--- src/rtl/bus_arbiter.sv ---
// Two-master, single-slave arbiter for the riscv64 memory-mapped bus.
// Define BUS_ARBITER_RR_EN for round-robin ties; otherwise master 0 wins ties.
`timescale 1ns/1ps
module bus_arbiter #(
  parameter int AW = 64,
  parameter int DW = 64
) (
  input  logic          clk,
  input  logic          reset,
  input  logic          m0_req,
  input  logic          m0_we,
  input  logic [AW-1:0] m0_addr,
  input  logic [DW-1:0] m0_wdata,
  input  logic          m1_req,
  input  logic          m1_we,
  input  logic [AW-1:0] m1_addr,
  input  logic [DW-1:0] m1_wdata,
  output logic          m0_gnt,
  output logic          m1_gnt,
  output logic          m0_done,
  output logic          m1_done,
  output logic [DW-1:0] m0_rdata,
  output logic [DW-1:0] m1_rdata,
  output logic [AW-1:0] bus_address,
  output logic [DW-1:0] bus_write_data,
  output logic          bus_write_enable,
  output logic          bus_read_enable,
  input  logic [DW-1:0] bus_read_data
);

  typedef enum logic [1:0] {
    IDLE,
    ACCESS,
    RESP
  } state_t;

  state_t r_state;
  state_t w_next;

  logic          r_sel;
  logic          r_we;
  logic          r_m0_gnt;
  logic          r_m1_gnt;
  logic          r_m0_done;
  logic          r_m1_done;
  logic [DW-1:0] r_m0_rdata;
  logic [DW-1:0] r_m1_rdata;
  logic [AW-1:0] r_addr;
  logic [DW-1:0] r_wdata;
  logic          r_wen;
  logic          r_ren;

  logic          w_el0;
  logic          w_el1;
  logic          w_win;
  logic          w_grant;
  logic          w_we;

  // A master is blocked in its own done cycle
  assign w_el0   = m0_req & ~r_m0_done;
  assign w_el1   = m1_req & ~r_m1_done;
  assign w_grant = (r_state == IDLE) & (w_el0 | w_el1);
  assign w_we    = w_win ? m1_we : m0_we;

`ifdef BUS_ARBITER_RR_EN
  logic r_last;

  assign w_win = (w_el0 & w_el1) ? ~r_last : w_el1;

  always_ff @(posedge clk or negedge reset) begin
    if (!reset) begin
      r_last <= 1'b1;
    end else if (w_grant) begin
      r_last <= w_win;
    end
  end
`else
  assign w_win = ~w_el0;
`endif

  always_ff @(posedge clk or negedge reset) begin
    if (!reset) begin
      r_state <= IDLE;
    end else begin
      r_state <= w_next;
    end
  end

  always_comb begin
    w_next = r_state;
    unique case (r_state)
      IDLE:    if (w_grant) w_next = ACCESS;
      ACCESS:  w_next = RESP;
      RESP:    w_next = IDLE;
      default: w_next = IDLE;
    endcase
  end

  always_ff @(posedge clk or negedge reset) begin
    if (!reset) begin
      r_sel      <= 1'b0;
      r_we       <= 1'b0;
      r_m0_gnt   <= 1'b0;
      r_m1_gnt   <= 1'b0;
      r_m0_done  <= 1'b0;
      r_m1_done  <= 1'b0;
      r_m0_rdata <= '0;
      r_m1_rdata <= '0;
      r_addr     <= '0;
      r_wdata    <= '0;
      r_wen      <= 1'b0;
      r_ren      <= 1'b0;
    end else begin
      r_m0_done <= 1'b0;
      r_m1_done <= 1'b0;
      unique case (r_state)
        IDLE: begin
          if (w_grant) begin
            r_sel    <= w_win;
            r_we     <= w_we;
            r_addr   <= w_win ? m1_addr : m0_addr;
            r_wdata  <= w_win ? m1_wdata : m0_wdata;
            r_wen    <= w_we;
            r_ren    <= ~w_we;
            r_m0_gnt <= ~w_win;
            r_m1_gnt <= w_win;
          end
        end
        ACCESS: begin
          r_wen <= 1'b0;
          r_ren <= 1'b0;
        end
        RESP: begin
          if (r_sel) begin
            r_m1_gnt  <= 1'b0;
            r_m1_done <= 1'b1;
            if (!r_we) r_m1_rdata <= bus_read_data;
          end else begin
            r_m0_gnt  <= 1'b0;
            r_m0_done <= 1'b1;
            if (!r_we) r_m0_rdata <= bus_read_data;
          end
        end
        default: ;
      endcase
    end
  end

  assign m0_gnt           = r_m0_gnt;
  assign m1_gnt           = r_m1_gnt;
  assign m0_done          = r_m0_done;
  assign m1_done          = r_m1_done;
  assign m0_rdata         = r_m0_rdata;
  assign m1_rdata         = r_m1_rdata;
  assign bus_address      = r_addr;
  assign bus_write_data   = r_wdata;
  assign bus_write_enable = r_wen;
  assign bus_read_enable  = r_ren;

endmodule

--- config.mk ---
export PLATFORM = sky130hd
export DESIGN_NAME = bus_arbiter
export DESIGN_NICKNAME = d
export VERILOG_FILES = /design/src/rtl/bus_arbiter.sv
export SDC_FILE = /design/constraint.sdc
export NUM_CORES = 1
export LEC_CHECK = 0
export BUFFER_PORTS_ARGS = -buffer_cell sky130_fd_sc_hd__buf_2
export CORE_AREA = 2 2 229 231
export CTS_BUF_LIST = sky130_fd_sc_hd__clkbuf_8
export CTS_CLUSTER_SIZE = 14
export DETAILED_ROUTE_END_ITERATION = 10
export DIE_AREA = 0 0 231 233
export PLACE_DENSITY = 0.41
export SYNTH_ARGS = -nofsm -noshare
export SYNTH_HDL_FRONTEND = slang
export SYNTH_SLANG_ARGS = --single-unit
export TNS_END_PERCENT = 20
--- constraint.sdc ---
create_clock -name clk -period 4.5 [get_ports clk]
set_input_delay 0.45 -clock clk [delete_from_list [all_inputs] [get_ports clk]]
set_output_delay 0.45 -clock clk [all_outputs]
set_load 0.05 [all_outputs]
* Word-level counts from Yosys, hierarchy flattened
Index checks and enable logic that the tools add are counted.
Operators by class: equality and inequality tests 5, mux-type cells 19, bitwise gates (word level) 10, reductions and logical operators 9
Operators with widths (count):
- $mux W64 | 2
- $reduce_and A3 Y1 | 4
- $mux W1 | 11
- $pmux W1 S2 | 4
- $ne A2 B2 Y1 const B | 3
- $not A1 Y1 | 6
- $pmux W2 S2 | 1
- $reduce_and A2 Y1 | 2
- $reduce_bool A2 Y1 | 2
- $and A1 B1 Y1 | 3
- $eq A2 B1 Y1 const B | 1
- $eq A2 B2 Y1 const B | 1
- $logic_not A2 Y1 | 1
- $mux W2 | 1
- $or A1 B1 Y1 | 1
Storage, ports and cells: flip-flop bits (word level) 266, bits of input ports 326, output and inout port bits 262, logic and storage cells 56

* Logic depth before layout (Yosys ltp)
Gate-level depths: netlist of run 1.
word-level depth 6, mapped depth 6, gate-level depth less buffers 3

* Least setup slack after synthesis of run 1
No wires, ideal clock.
path type register to register, start register r_m0_done (netlist: m0_done), end register r_addr[60] (netlist: bus_address[60]), setup time 0.127 ns, arrival 2.009 ns, required time 4.373 ns, path slack 2.363 ns, stages on the path, launching flop included 7, path buffers 3, clock period less this slack 2.137 ns, path through dfrtp_1 -> nand2b_1 -> buf_2 -> clkbuf_1 -> buf_2 -> mux2_2 -> mux2_1
On the way: word-level cells in the longest chain between the ends 5, elaborated cells between the ends (all ways) 6, classes of those cells 1 x mux; 4 x bitwise; 1 x reduce/logical
RTL lines:
- start: declaration | line 44 | logic r_m0_done;
- start signal: assignment | line 105 | r_m0_done <= 1'b0;
- start signal: assignment | line 114 | r_m0_done <= 1'b0;
- start signal: assignment | line 140 | r_m0_done <= 1'b1;
- $not A1 Y1 (*) | line 60 | assign w_el0 = m0_req & ~r_m0_done;
- $and A1 B1 Y1 (*) | line 60
- $or A1 B1 Y1 | line 62 | assign w_grant = (r_state == IDLE) & (w_el0 | w_el1);
- $and A1 B1 Y1 | line 62
- $reduce_and A2 Y1 (no line)
- end signal: assignment | line 121 | r_addr <= w_win ? m1_addr : m0_addr;
- end: declaration | line 48 | logic [AW-1:0] r_addr;
Every way passes the cells marked *; elsewhere a longest branch is shown, timed or not. A chain may end at the register's enable or synchronous reset.

* Worst setup path in the final report of run 1
start register r_m1_done (netlist: m1_done), end register r_addr[34] (netlist: bus_address[34])
On the way: word-level cells in the longest chain between the ends 5
RTL lines:
- start: declaration | line 45 | logic r_m1_done;
- start signal: assignment | line 106 | r_m1_done <= 1'b0;
- start signal: assignment | line 115 | r_m1_done <= 1'b0;
- start signal: assignment | line 136 | r_m1_done <= 1'b1;
- $not A1 Y1 | line 61 | assign w_el1 = m1_req & ~r_m1_done;
- $and A1 B1 Y1 | line 61
- $or A1 B1 Y1 | line 62
- $and A1 B1 Y1 | line 62
- $reduce_and A2 Y1 (no line)
No other way between the ends.

==> results.md, run 1 <==
| Group | Metric | Value |
|:---|:---|:---|
| status | Outcome | finished, final reports clean |
| power | Pwr/cell area | 924.7 nW/um^2 |
| detailed routing | Total vias in the final route | 8308 |
| yosys | Post-synthesis instance area | 11380 sq um |
| floorplanning | Core ar. | 51090 sq um |
| grt | Antenna violations before repair | 17 |
| detailed routing | Total length of routed wires | 38.65 mm |
| worst hold path | Min-Delay Path Class | in2reg |
| grt | Tot GR Track Use | 0.1388 |
| floorplanning | Starting Density | 0.2227 |
| detailed routing | Vias per std cell | 4.049 |
| cts | CTS tree | done |
| floorplanning | Die outline area | 53820 sq um |
| sta | Fin crit share | 0.4976 |
| critical path | Arr. time, crit path | 2720 ps |
| cts | Total clock buffers created by CTS | 52 |
| placement | Detail Placement HPWL | 28.82 mm |
| placement | Post-placement worst setup slack | 2118 ps |
| grt | Number of global-route vias before repair | 8959 |
| power | Relative contribution of sequential cells to total power | 0.281 |
| power | Internal Dissipation | 7.398 mW |
| layout | Layout overhead on the synthesized area | 42.52% |
| sta | Final min period | 2239 ps |
| detailed routing | Count of antenna-violating nets left after detailed routing | 0 |
| yosys | Yosys warning total | 0 |
| sta | Number of slew-limit violations in the final report | 0 |
| critical path | Start-to-end type of the worst setup path | reg2reg |
| yosys | Number of library cell types mapped by synthesis | 21 |
| power | Fraction of power spent switching nets | 0.5067 |
| layout | Fraction of the core area covered by cells at the end of the flow | 0.3174 |
| layout | NumNets Final | 1651 |
| placement | IO buf count | 587 |
| cts | Clock sink count | 266 |
| sta | Final hold violations | 0 |
| power | Worst ir drop on vdd | 0.0004219 V |
| critical path | Crit path max fanout | 44 |
| power | Net Switching | 7.598 mW |
| cts | Source-to-sink clock delay at the later pin of the worst-skew pair | 600 ps |
| yosys | Synthesized flop and latch total | 266 |
| cts | H-tree depth reported by CTS | 2 |
| placement | Placement Cell Area | 15160 sq um |
| layout | Final non-filler cell area | 16220 sq um |
| placement | Routability congestion estimate | 0.7733 |
| detailed routing | WL/cell | 18.83 microns |
| floorplanning | Die height | 233 microns |
| cts | Clock-pin slew on the worst setup and hold paths | 60 ps |
| sta | Final hold slack | 80.47 ps |
| detailed routing | Detailed-routing iteration count for the pre-antenna-repair pass | 4 |
| cts | Max Buffers Root-to-Sink | 3 |
| yosys | Seq/Total Area, Yosys | 0.5850 |
| grt | Congestion Overflow GR | 0 |
| yosys | Synthesized netlist cell count | 715 |
| sta | Clock skew | 15.98 ps |
| yosys | Dominant cell type by area after synthesis | sky130_fd_sc_hd__dfrtp_1 |
| yosys | Area share of the largest cell type after synthesis | 0.5850 |
| floorplanning | Chip Width | 231 microns |
| layout | Leading cell type in the layout, fill and taps excluded | sky130_fd_sc_hd__buf_2 |
| yosys | Synth area leaders | sky130_fd_sc_hd__dfrtp_1 59%, sky130_fd_sc_hd__mux2_2 38%, sky130_fd_sc_hd__buf_2 1.3% |
| layout | Share of layout cells above drive strength 1 | 0.7705 |
| critical path | Endpoint class of the critical path | register |
| detailed routing | Number of DRC violations after detailed-routing iteration 0 | 129 |
| grt | Global-route wire length before repair | 55.86 mm |
| power | Comb pwr share | 0.561 |
| power | Clock power share | 0.159 |
| grt | Maximum number of pins on one net before global-route repair | 133 |
| sta | # setup viols final | 0 |
| sta | Worst rel slew slack | 0.4202 |
| sta | Worst Tran Pin Value | 866.9 ps |
| power | LEAKAGE | 7.803 nW |
| yosys | Mean instance size in the synthesized netlist | 15.91 sq um |
| floorplanning | Row count | 83 |
| sta | Achievable clock frequency | 446.5 MHz |
| yosys | Net count of the mapped netlist | 1041 |
| sta | Worst setup margin | 2261 ps |
| flow run | Number of violations of the max-capacitance limit | 0 |
| layout | Most frequent cells in the layout | 586 x sky130_fd_sc_hd__buf_2, 379 x sky130_fd_sc_hd__mux2_2, 266 x sky130_fd_sc_hd__dfrtp_1 |
| sta | Setup tns final | 0 ps |
| critical path | Data required time of the worst path | 4980 ps |
| cts | Root cell of the clock tree | sky130_fd_sc_hd__clkbuf_8 |
| floorplanning | Io pins | 588 |
| sta | RSZ-0062 raised after global routing | false |
| cts | Count of instances resized after the clock tree is built | 0 |
| critical path | Category of the worst setup path launch point | register |
| detailed routing | Residual DRC | 0 |
## synthesized netlist by cell type (all sizes together)
master,count
nor3b,1
and2,1
nand2,1
nor2b,1
mux2,387
o21ai,1
a21boi,1
and3b,1
o32ai,1
inv,2
dfrtp,266
mux2i,3
clkbuf,6
a211oi,1
nor2,1
buf,36
nor3,1
nand2b,4
## cell type report
type                       instances  area [sq um]
inverter                           2         7.507
sequential                       266          6656
clock inverter                    29         148.9
multi-input combinational        405          4519
antenna                            8         20.02
clock buffer                      64         880.8
fill                            5303         34880
tap                              680         850.8
timing repair buffer             598          3133
## metal layers
layer	wire length (microns)	track usage	up-vias
met5	73	0	-
met4	1169	0.05948	12
met3	4754	0.07475	78
met2	18890	0.2338	398
met1	13760	0.1430	4007
li1	-	-	3813
## final timing paths
| check | startpoint | end | slack [ps] | cells after the start |
|---|---|---|---|---|
| setup / recovery | m1_done | bus_address[34] | 2260 | 4 |
| hold / removal | bus_read_data[40] | m0_rdata[40] | 80 | 2 |
| min in group asynchronous | reset | m0_rdata[28] | 500 | 2 |
| setup reg to reg | m1_done | bus_address[34] | 2260 | 4 |
| hold reg to reg | m0_rdata[41] | m0_rdata[41] | 480 | 1 |
| max in group asynchronous | reset | m0_rdata[14] | 2920 | 3 |
## cells by family (layout without fill, tap and decap cells)
family / after synthesis / after routing / synth area share
other: 0 / 8 / 0
AND/OR/NAND/NOR: 11 / 11 / 0.006268
buffers and inverters: 44 / 693 / 0.02012
multiplexers: 390 / 390 / 0.3856
AO/OA/AOI/OAI: 4 / 4 / 0.002969
flip-flops: 266 / 266 / 0.5850
## metrics by stage
stage,instances,power (mW)
after global routing,2050,15.82
after CTS,2044,15.29
after floorplan,715,10.53
after global placement,1950,12.73
final,2052,15.00
after detailed placement,1950,12.78
## critical path, cell delays in order, from the launching register on
cell                       delay (ps)
sky130_fd_sc_hd__dfrtp_1          380
sky130_fd_sc_hd__nand2b_1         200
sky130_fd_sc_hd__a211oi_4         780
sky130_fd_sc_hd__buf_12           320
sky130_fd_sc_hd__mux2_2           370
## power groups by stage
stage | Sequential (mW) | Combinational [mW] | Clock, mW
2_1_floorplan | 8.43 | 2.10 | 0
5_1_grt | 4.38 | 8.80 | 2.64
6_report | 4.21 | 8.41 | 2.38
3_5_place_dp | 4.25 | 8.54 | 0
4_1_cts | 4.23 | 8.54 | 2.53
3_3_place_gp | 4.21 | 8.51 | 0
## what timing repair did
item / in CTS / in global routing
hold endpoints to repair: 94 / 0
hold buffers: 1 / 0
setup endpoints to repair: 0 / 0
setup buffers: 0 / 0
## flip-flops by register name (all words and copies together), names as in the netlist
signal,count
r_sel,1
bus_read_enable,1
r_we,1
m0_done,1
bus_write_enable,1
m0_rdata,64
bus_address,64
m1_gnt,1
bus_write_data,64
m1_rdata,64
m1_done,1
r_state,2
m0_gnt,1
Power figures use the tool's default switching activity.
==> inputs of run 2 (changes only) <==
--- a/config.mk
+++ b/config.mk
@@ -5,13 +5,14 @@
 export SDC_FILE = /design/constraint.sdc
 export NUM_CORES = 1
 export LEC_CHECK = 0
+export ABC_AREA = 1
 export BUFFER_PORTS_ARGS = -buffer_cell sky130_fd_sc_hd__buf_2
-export CORE_AREA = 2 2 229 231
+export CORE_AREA = 2 2 226 228
 export CTS_BUF_LIST = sky130_fd_sc_hd__clkbuf_8
 export CTS_CLUSTER_SIZE = 14
 export DETAILED_ROUTE_END_ITERATION = 10
-export DIE_AREA = 0 0 231 233
-export PLACE_DENSITY = 0.41
+export DIE_AREA = 0 0 228 230
+export PLACE_DENSITY = 0.43
 export SYNTH_ARGS = -nofsm -noshare
 export SYNTH_HDL_FRONTEND = slang
 export SYNTH_SLANG_ARGS = --single-unit
==> constraint.sdc (replaced) <==
create_clock -name clk -period 2.2 [get_ports clk]
set_input_delay 0.22 -clock clk [delete_from_list [all_inputs] [get_ports clk]]
set_output_delay 0.22 -clock clk [all_outputs]
set_load 0.05 [all_outputs]
==> results.md, run 2 <==
| Group | Metric | Value | Delta |
|:---|:---|:---|:---|
| status | Outcome | finished, final reports clean |  |
| cts | Source-to-sink clock delay at the later pin of the worst-skew pair | 600 ps | about the same |
| cts | CTS tree | done |  |
| power | Worst ir drop on vdd | 0.001090 V | +160% |
| sta | Final min period | 2110 ps | -129.5 ps |
| yosys | Predominant post-synthesis flop cell | sky130_fd_sc_hd__dfrtp_1 |  |
| flow run | Number of violations of the max-capacitance limit | 0 | unchanged |
| critical path | Endpoint class of the critical path | register |  |
| grt | Tot GR Track Use | 0.1838 | +0.04499 |
| yosys | Mean instance size in the synthesized netlist | 7.850 sq um | -51% |
| placement | Placement Cell Area | 15410 sq um | +1.7% |
| floorplanning | Die outline area | 52440 sq um | -2.6% |
| grt | Maximum number of pins on one net before global-route repair | 136 | +2.3% |
| floorplanning | Die height | 230 microns | -1.3% |
| sta | Clock skew | 19.54 ps | +3.554 ps |
| detailed routing | WL/cell | 15.78 microns | -16% |
| cts | Total clock buffers created by CTS | 49 | -5.8% |
| yosys | Dominant cell by count in the synthesized netlist | sky130_fd_sc_hd__nand2_1 |  |
| detailed routing | Residual DRC | 0 | unchanged |
| layout | NumNets Final | 2706 | +64% |
| yosys | Post-synthesis instance area | 11730 sq um | +3.1% |
| critical path | Category of the worst setup path launch point | register |  |
| power | Overall power consumption | 31.67 mW | +110% |
| detailed routing | Detailed-routing iteration count for the pre-antenna-repair pass | 5 | +1 |
| cts | Count of instances resized after the clock tree is built | 0 | unchanged |
| placement | Post-placement worst setup slack | 534.4 ps | -1584 ps |
| critical path | Register-to-register path setup slack | 90 ps | -2170 ps |
| sta | Number of slew-limit violations in the final report | 0 | unchanged |
| critical path | Crit path max fanout | 130 | +200% |
| cts | Clock-pin slew on the worst setup and hold paths | 60 ps | about the same |
| layout | Leading cell type in the layout, fill and taps excluded | sky130_fd_sc_hd__nand2_1 |  |
| yosys | Number of library cell types mapped by synthesis | 16 | -24% |
| grt | Antenna violations before repair | 10 | -7 |
| critical path | Arr. time, crit path | 2630 ps | -90 ps |
| critical path | Start-to-end type of the worst setup path | reg2reg |  |
| yosys | Seq/Total Area, Yosys | 0.5676 | -0.01741 |
| detailed routing | Count of antenna-violating nets left after detailed routing | 0 | unchanged |
| detailed routing | Number of DRC violations after detailed-routing iteration 0 | 685 | +430% |
| placement | Detail Placement HPWL | 33.86 mm | +17% |
| sta | Worst rel slew slack | 0.5038 | +0.08358 |
| layout | Most frequent cells in the layout | 782 x sky130_fd_sc_hd__nand2_1, 585 x sky130_fd_sc_hd__buf_2, 322 x sky130_fd_sc_hd__dlygate4sd3_1 |  |
| sta | Worst Tran Pin Value | 744.3 ps | -122.6 ps |
| layout | Number of filler cells placed in the layout | 5308 | +0.094% |
| cts | Root cell of the clock tree | sky130_fd_sc_hd__clkbuf_8 |  |
| cts | Setup Fix Bufs, Post-CTS | 0 | unchanged |
| cts | H-tree depth reported by CTS | 2 | unchanged |
| floorplanning | Chip Width | 228 microns | -1.3% |
| yosys | Number of enable flip-flop cells after synthesis | 0 | unchanged |
| floorplanning | Row count | 82 | -1.2% |
| grt | Congestion Overflow GR | 0 | unchanged |
| yosys | Synth area leaders | sky130_fd_sc_hd__dfrtp_1 57%, sky130_fd_sc_hd__nand2_1 25%, sky130_fd_sc_hd__nand3_1 5.8% |  |
| yosys | Most frequent cells after synthesis | 784 x sky130_fd_sc_hd__nand2_1, 266 x sky130_fd_sc_hd__dfrtp_1, 135 x sky130_fd_sc_hd__nand3_1 |  |
| critical path | Data required time of the worst path | 2720 ps | -2260 ps |
| cts | Hold_buf cts | 322 | +321 |
| floorplanning | Io pins | 588 | unchanged |
| yosys | Area share of the largest cell type after synthesis | 0.5676 | -0.01741 |
| yosys | Share of synthesized flip-flops with an asynchronous set or reset | 1.000 | unchanged |
| yosys | Synthesized netlist cell count | 1494 | +110% |
| cts | Max Buffers Root-to-Sink | 3 | unchanged |
| yosys | Synthesized flop and latch total | 266 | unchanged |
| floorplanning | Starting Density | 0.2352 | +0.01250 |
| yosys | Net count of the mapped netlist | 1820 | +75% |
| layout | Final non-filler cell area | 19650 sq um | +21% |
| detailed routing | Vias per std cell | 4.280 | +5.7% |
| grt | Number of global-route vias before repair | 13.67k | +53% |
| floorplanning | Core ar. | 49860 sq um | -2.4% |
| sta | Setup tns final | 0 ps | unchanged |
| yosys | Dominant cell type by area after synthesis | sky130_fd_sc_hd__dfrtp_1 |  |
| yosys | Yosys warning total | 0 | unchanged |
| power | Pwr/cell area | 1612 nW/um^2 | +74% |
| placement | Routability congestion estimate | 0.8788 | +14% |
| sta | Final hold violations | 0 | unchanged |
| detailed routing | Total length of routed wires | 48.82 mm | +26% |
| sta | Fin crit share | 0.9591 | +0.4614 |
| placement | IO buf count | 587 | unchanged |
| sta | # setup viols final | 0 | unchanged |
| worst hold path | Min-Delay Path Class | in2reg |  |
| power | LEAKAGE | 11.12 nW | +43% |
| grt | Global-route wire length before repair | 76.30 mm | +37% |
| sta | Worst setup margin | 90.05 ps | -2171 ps |
| layout | Share of layout cells above drive strength 1 | 0.2871 | -0.4834 |
| sta | RSZ-0062 raised after global routing | false |  |
| sta | Achievable clock frequency | 473.9 MHz | +6.1% |
| cts | Clock sink count | 266 | unchanged |
| detailed routing | Total vias in the final route | 13.24k | +59% |
| layout | Layout overhead on the synthesized area | 67.53% |  |
-- run 2: changes by cell type in the layout (fill, tap and decap cells not counted), moves of 4 or more --
cell,delta
sky130_fd_sc_hd__mux2_2,-379
sky130_fd_sc_hd__buf_12,+5
sky130_fd_sc_hd__nand2_4,+4
sky130_fd_sc_hd__diode_2,-4
sky130_fd_sc_hd__o21ai_1,+128
sky130_fd_sc_hd__buf_4,+11
sky130_fd_sc_hd__inv_1,+62
sky130_fd_sc_hd__nand3_1,+135
sky130_fd_sc_hd__nand2_1,+781
sky130_fd_sc_hd__mux2_1,-8
sky130_fd_sc_hd__dlygate4sd3_1,+321
-- run 2: final timing paths --
kind	from	endpoint	cells after the start
hold reg to reg	bus_address[25]	bus_address[25]	2
hold / removal	m0_wdata[16]	bus_write_data[16]	5
max in group asynchronous	reset	bus_write_data[8]	3
min in group asynchronous	reset	m1_rdata[25]	2
setup reg to reg	m0_done	bus_write_data[30]	7
setup / recovery	m0_done	bus_write_data[30]	7
-- run 2: logic make-up (layout without fill, tap and decap cells) --
family	count (synthesis)	after routing	share of synthesized area
AND/OR/NAND/NOR	927	927	0.3126
flip-flops	266	266	0.5676
AO/OA/AOI/OAI	129	129	0.05505
other	0	4	0
buffers and inverters	172	1095	0.06476
-- run 2: final cells by class --
class | instances | area, sq um | share of cell area
timing repair buffer | 934 | 6524 | 0.3320
clock inverter | 22 | 97.59 | 0.004967
clock buffer | 66 | 908.4 | 0.04623
antenna | 4 | 10.01 | 0.0005095
multi-input combinational | 1056 | 4332 | 0.2205
sequential | 266 | 6656 | 0.3388
inverter | 73 | 279.0 | 0.01420
tap | 672 | 840.8 | 0.04279
-- run 2: power breakdown --
| group | internal, mW | leakage [nW] | switching, mW |
|---|---|---|---|
| Combinational | 4.53 | 7.26 | 13.7 |
| Sequential | 7.30 | 3.29 | 1.31 |
| Clock | 2.66 | 0.572 | 2.16 |
-- run 2: critical path: stages, from the launching register on --
cell	delay (ps)
sky130_fd_sc_hd__dfrtp_1	400
sky130_fd_sc_hd__inv_4	90
sky130_fd_sc_hd__buf_12	390
sky130_fd_sc_hd__nand3_1	240
sky130_fd_sc_hd__nand2_1	130
sky130_fd_sc_hd__dlygate4sd3_1	550
sky130_fd_sc_hd__nand2_1	50
sky130_fd_sc_hd__nand2_1	70
-- run 2: metrics by stage --
step	hold slack, ps	cells	utilization
floorplan	-75.59	1494	-
global placement	250.3	2679	0.3090
detailed placement	253.1	2679	0.3090
CTS	1.155	3089	0.3938
global route	38.00	3092	0.3940
finish	50.05	3093	0.3940
-- run 2: per-layer routing --
layer,share of wire,vias to the layer above,track usage
li1,-,6430,-
met1,0.41,6193,0.2132
met2,0.48,493,0.3164
met3,0.085,110,0.06535
met4,0.029,12,0.05862
met5,0.0014,-,0
